[config.mk]
export PLATFORM = sky130hd
export DESIGN_NAME = fan_battery_ctrl
export DESIGN_NICKNAME = d
export VERILOG_FILES = /design/src/rtl/fan_battery_ctrl.sv
export SDC_FILE = /design/constraint.sdc
export NUM_CORES = 1
export LEC_CHECK = 0
export BUFFER_PORTS_ARGS = -buffer_cell sky130_fd_sc_hd__buf_4
export CORE_MARGIN = 5
export CORE_UTILIZATION = 50
export CTS_CLUSTER_SIZE = 24
export DETAILED_ROUTE_END_ITERATION = 12
export PLACE_DENSITY = 0.67
export SYNTH_ARGS = -nofsm -noshare
export SYNTH_HDL_FRONTEND = slang
export SYNTH_SLANG_ARGS = --single-unit
[constraint.sdc]
create_clock -name clk -period 4.6 [get_ports clk]
set_input_delay 0.46 -clock clk [delete_from_list [all_inputs] [get_ports clk]]
set_output_delay 0.46 -clock clk [all_outputs]
set_load 0.1 [all_outputs]
[src/rtl/fan_battery_ctrl.sv]
// fan_battery_ctrl: fan speed stepping, battery drain/charge bookkeeping,
// empty detection and motor PWM for the fan board. Every output is registered.
module fan_battery_ctrl #(
  parameter int INIT_LEVEL    = 99,
  parameter int DRAIN_T1      = 600,
  parameter int DRAIN_T2      = 300,
  parameter int DRAIN_T3      = 150,
  parameter int CHARGE_T      = 200,
  parameter int EMPTY_RELEASE = 5,
  parameter int PWM_PERIOD    = 10
) (
  input  logic       clk,
  input  logic       rst_n,
  input  logic       key_speed,
  input  logic       key_off,
  input  logic       charger_in,
  output logic [1:0] fan_state,
  output logic [7:0] battery_level,
  output logic       battery_empty,
  output logic       fan_pwm
);

  typedef enum logic [1:0] {
    FAN_OFF  = 2'd0,
    FAN_LOW  = 2'd1,
    FAN_MID  = 2'd2,
    FAN_HIGH = 2'd3
  } fan_t;

  fan_t        fan_q, fan_d;
  logic [1:0]  speed_sync, off_sync, chg_sync;
  logic        speed_prev, off_prev, chg_prev;
  logic        speed_ev, off_ev, charging, chg_change;
  logic [15:0] cnt_q, cnt_d, period_m1;
  logic        counting, wrap, drain_to_zero;
  logic [7:0]  level_q, level_d;
  logic        empty_q, empty_d;
  logic [15:0] pwm_cnt, duty_q, duty_sel, duty_now;

  // Bring the asynchronous keys and charger into the clock domain and keep the previous synchronised values
  always_ff @(posedge clk or negedge rst_n) begin
    if (!rst_n) begin
      speed_sync <= 2'b00;
      off_sync   <= 2'b00;
      chg_sync   <= 2'b00;
      speed_prev <= 1'b0;
      off_prev   <= 1'b0;
      chg_prev   <= 1'b0;
    end else begin
      speed_sync <= {speed_sync[0], key_speed};
      off_sync   <= {off_sync[0], key_off};
      chg_sync   <= {chg_sync[0], charger_in};
      speed_prev <= speed_sync[1];
      off_prev   <= off_sync[1];
      chg_prev   <= chg_sync[1];
    end
  end

  assign speed_ev   = speed_sync[1] & ~speed_prev;
  assign off_ev     = off_sync[1] & ~off_prev;
  assign charging   = chg_sync[1];
  assign chg_change = chg_sync[1] ^ chg_prev;

  // Pick the count period for the current mode and decide whether the level moves this cycle
  always_comb begin
    period_m1     = 16'd0;
    counting      = 1'b0;
    if (charging) begin
      period_m1 = 16'(CHARGE_T - 1);
      counting  = 1'b1;
    end else begin
      case (fan_q)
        FAN_LOW:  begin period_m1 = 16'(DRAIN_T1 - 1); counting = 1'b1; end
        FAN_MID:  begin period_m1 = 16'(DRAIN_T2 - 1); counting = 1'b1; end
        FAN_HIGH: begin period_m1 = 16'(DRAIN_T3 - 1); counting = 1'b1; end
        default:  begin period_m1 = 16'd0; counting = 1'b0; end
      endcase
    end
    // A mode change discards the partial count from the old mode, so it never produces a step
    wrap          = counting && !chg_change && (cnt_q >= period_m1);
    drain_to_zero = wrap && !charging && (level_q == 8'd1);
  end

  // Level and empty-flag next values; the flag sets as the level hits 0 and clears only by charging
  always_comb begin
    level_d = level_q;
    empty_d = empty_q;
    if (wrap) begin
      if (charging) begin
        if (level_q < 8'd99) level_d = level_q + 8'd1;
        if (empty_q && (level_d >= 8'(EMPTY_RELEASE))) empty_d = 1'b0;
      end else if (level_q != 8'd0) begin
        level_d = level_q - 8'd1;
      end
    end
    if (drain_to_zero) empty_d = 1'b1;
  end

  // Fan speed next state: emptying and off both force OFF, otherwise a speed event steps 1-2-3-1
  always_comb begin
    fan_d = fan_q;
    if (drain_to_zero || off_ev || empty_q) begin
      fan_d = FAN_OFF;
    end else if (speed_ev) begin
      case (fan_q)
        FAN_OFF:  fan_d = FAN_LOW;
        FAN_LOW:  fan_d = FAN_MID;
        FAN_MID:  fan_d = FAN_HIGH;
        FAN_HIGH: fan_d = FAN_LOW;
        default:  fan_d = FAN_OFF;
      endcase
    end
  end

  // Shared drain/charge counter restarts on any speed or charger change and idles at 0 when nothing runs
  always_comb begin
    cnt_d = cnt_q + 16'd1;
    if ((fan_d != fan_q) || chg_change || !counting || wrap) cnt_d = 16'd0;
  end

  // Fan state, level, empty flag and counter registers
  always_ff @(posedge clk or negedge rst_n) begin
    if (!rst_n) begin
      fan_q   <= FAN_OFF;
      level_q <= 8'(INIT_LEVEL);
      empty_q <= 1'b0;
      cnt_q   <= 16'd0;
    end else begin
      fan_q   <= fan_d;
      level_q <= level_d;
      empty_q <= empty_d;
      cnt_q   <= cnt_d;
    end
  end

  assign fan_state     = fan_q;
  assign battery_level = level_q;
  assign battery_empty = empty_q;

  // Duty for the current speed, adopted only at a period start so each period is whole
  always_comb begin
    case (fan_q)
      FAN_LOW:  duty_sel = 16'd4;
      FAN_MID:  duty_sel = 16'd7;
      FAN_HIGH: duty_sel = 16'(PWM_PERIOD);
      default:  duty_sel = 16'd0;
    endcase
    duty_now = (pwm_cnt == 16'd0) ? duty_sel : duty_q;
  end

  // Free-running PWM counter and registered motor drive
  always_ff @(posedge clk or negedge rst_n) begin
    if (!rst_n) begin
      pwm_cnt <= 16'd0;
      duty_q  <= 16'd0;
      fan_pwm <= 1'b0;
    end else begin
      pwm_cnt <= (pwm_cnt >= 16'(PWM_PERIOD - 1)) ? 16'd0 : pwm_cnt + 16'd1;
      duty_q  <= duty_now;
      fan_pwm <= (pwm_cnt < duty_now);
    end
  end

endmodule

==> impl_results.md <==
* Dominant synthesized flop cell: dfrtp_1
* GRT Overall Usage at 0.162
* Grt total ovfl at 0
* Fin. Hold Viols at 0
* Design Area, Final at 0.00412 sq mm
* Layout cell share with drive strength beyond 1 at 0.121
* Initial Utilization at 0.504
* WL/cell at 13.1 um
* Minimum clock period after layout at 3.08 ns
* Post-synth top cells: 65 x dfrtp_1, 40 x ha_1, 38 x nor2_1
* Number of global-route vias before repair at 2407
* RR Endpoint: battery_level[6]
* Final period util at 0.669
* Simple-gate share of the synthesized area at 0.179
* Worst-margin pin slew at 0.903 ns
* Top-area cell type share of the netlist area at 0.452
* Number of max-cap violations at 0
* Max-slew violation count at 0
* Syn Std Cell Area at 0.00360 sq mm
* Async SR Flop Fraction at 1.00
* CTS clk-pin slew, worst paths at 0.08 ns
* Maximum VDD drop at 0.235 mV
* Status: finished clean
* Root buf cell: clkbuf_8
* Maximum clock frequency at 325 MHz
* I/O Pins at 17
* Post-CTS Resized at 0
* Post-synthesis mux area share at 0.0143
* H-tree levels at 3
* Post-Syn Area per Cell at 10.3 sq um
* RD Place Congestion at 0.885
* Std-Cell Rows at 31
* Hold_buf cts at 0
* Largest net degree at the start of global routing at 70
* FF-to-FF Start: fan_state[0]
* Number of synthesis warnings at 0
* Post-CTS Setup Repair Bufs at 0
* Most common cell in the synthesized netlist: dfrtp_1
* Clock Skew at 0.0107 ns
* Crit path kind: reg -> reg
* Total Neg Setup Slack at 0 ns
* CTS tree: yes
* Area grow syn2layout at 14.6%
* Final wirelength at 6380 um
* Synth Register Bits at 69
* Post-route ant nets at 0
* Compound-Gate Fraction of Synth Area at 0.0953
* Number of synthesized flops with an enable pin at 0
* Post-Syn Instances at 349
* Drt drc at 0
* Crit path from: fan_state[0]
* Vias per inst at 5.16
* Power per cell area at 551 mW/mm^2
* Synth Area in XOR/XNOR at 0.0438
* First-pass GRT wire length at 11200 um
* Worst Setup Start Kind: flop
* Die width at 94.8 um
* Netlist cell types at 50
* Clock latency at the later pin of the worst-skew pair at 0.35 ns
* Area after DPL at 0.00385 sq mm
* Top cell type by total area after synthesis: dfrtp_1
* Worst EP arrival at 3.32 ns
* HPWL Detailed at 4460 um
* Clock sink count at 69
* Seq/Total Area, Yosys at 0.482
* Worst rel slew slack at 0.395
* Overall die height at 94.8 um
* R2R depth at 10
* RSZ-0062 raised after global routing: false
* Inserted Diodes at 0
* CTS Buf Count at 9
* Core Area at 0.00714 sq mm
* Via Count at 2518
* Router iterations before antenna repair at 4
* PortBufs at 16
* Req. time, crit path at 4.84 ns
* Final setup viols at 0
* Crit end category: flop
* Setup slack, reg-to-reg at 1.52 ns
* Final nets at 429
* Largest family of logic cells by synthesized area: simple AND/OR/NAND/NOR gates
* Hold Crit Class: in -> async
* Top cells by area, synth: dfrtp_1 45%, ha_1 14%, nor2_1 4.0%
* Initial antenna violation count at 0
* CP max FO at 14
* Clock buffer depth at 2
* Post-synthesis adder-cell area fraction at 0.139
* Die footprint at 0.00899 sq mm
* DRT iter0 DRCs at 128
* Pleak at 0.00202 uW
through the flow:
stage	cells	utilization	power, uW	worst slack [ns]	hold slack (ns)
6_report	488	0.578	2270	1.52	0.202
5_1_grt	488	0.578	2400	1.22	0.194
4_1_cts	488	0.578	2290	1.53	0.204
3_5_place_dp	472	0.540	1620	1.55	0.346
3_3_place_gp	472	0.540	1620	1.68	0.333
2_1_floorplan	365	-	1450	1.08	0.164
placed cells by master (no fill, tap or decap), types with 5 or more instances in the layout:
| master | instances |
|---|---|
| nand2_1 | 27 |
| clkbuf_8 | 10 |
| nor3_1 | 8 |
| inv_1 | 29 |
| ha_1 | 40 |
| nor2_1 | 38 |
| conb_1 | 17 |
| o21ai_0 | 8 |
| nor4_1 | 12 |
| a211oi_1 | 5 |
| dfrtp_1 | 65 |
| nand2b_1 | 5 |
| xor2_1 | 14 |
| buf_4 | 17 |
| nand3_1 | 14 |
| a21oi_1 | 13 |
logic make-up (layout without fill, tap and decap cells):
group           count (synthesis)  after routing
buf+inv                        38             62
simple gates                  128            128
flops                          69             69
compound gates                 50             50
fa+ha+maj                      40             40
xor+xnor                       18             18
mux                             5              5
other cells                     1             17
worst max path at each step:
stage,to,slack (ns),cells past startpoint
after floorplan,cnt_q[10],1.08,11
after global placement,battery_level[6],1.68,10
after detailed placement,battery_level[6],1.55,10
after CTS,battery_level[6],1.53,10
after global routing,fan_pwm,1.22,9
final,battery_level[6],1.52,10
critical path, cell delays in order (launching register included):
cell	delay, ns
dfrtp_1	0.50
inv_1	0.14
ha_1	0.26
or3_1	0.36
ha_1	0.29
a41oi_1	0.11
a21oi_1	0.13
a211oi_1	0.09
buf_4	0.19
or4b_1	0.54
a222oi_1	0.35
per-layer routing:
metal / vias to the layer above / global-route usage / share of wire
met1: 1200 / 0.224 / 0.49
met2: 39 / 0.241 / 0.46
li1: 1272 / - / -
met3: 7 / 0.0502 / 0.042
met5: - / 0 / 0
met4: 0 / 0.0541 / 0.012
registers in the layout (all words and copies together) (netlist names):
signal         cells
cnt_q             16
battery_empty      1
pwm_cnt           16
fan_state          2
chg_prev           1
speed_sync         2
battery_level      8
speed_prev         1
off_prev           1
fan_pwm            1
duty_q            16
chg_sync           2
off_sync           2
power breakdown:
| group | switching (uW) | total [uW] | internal, uW |
|---|---|---|---|
| Clock | 229 | 659 | 430 |
| Sequential | 118 | 794 | 676 |
| Combinational | 582 | 819 | 237 |
| Total | 929 | 2270 | 1340 |
cell type report:
| class | instances | area, sq um |
|---|---|---|
| Multi-Input combinational cell | 258 | 1760 |
| Inverter | 29 | 109 |
| Fill cell | 642 | 3010 |
| Timing Repair Buffer | 17 | 128 |
| Sequential cell | 69 | 1730 |
| Clock buffer | 10 | 138 |
| Clock inverter | 6 | 134 |
| Tap cell | 99 | 124 |
Note: power is estimated with default switching activity, not from simulation.
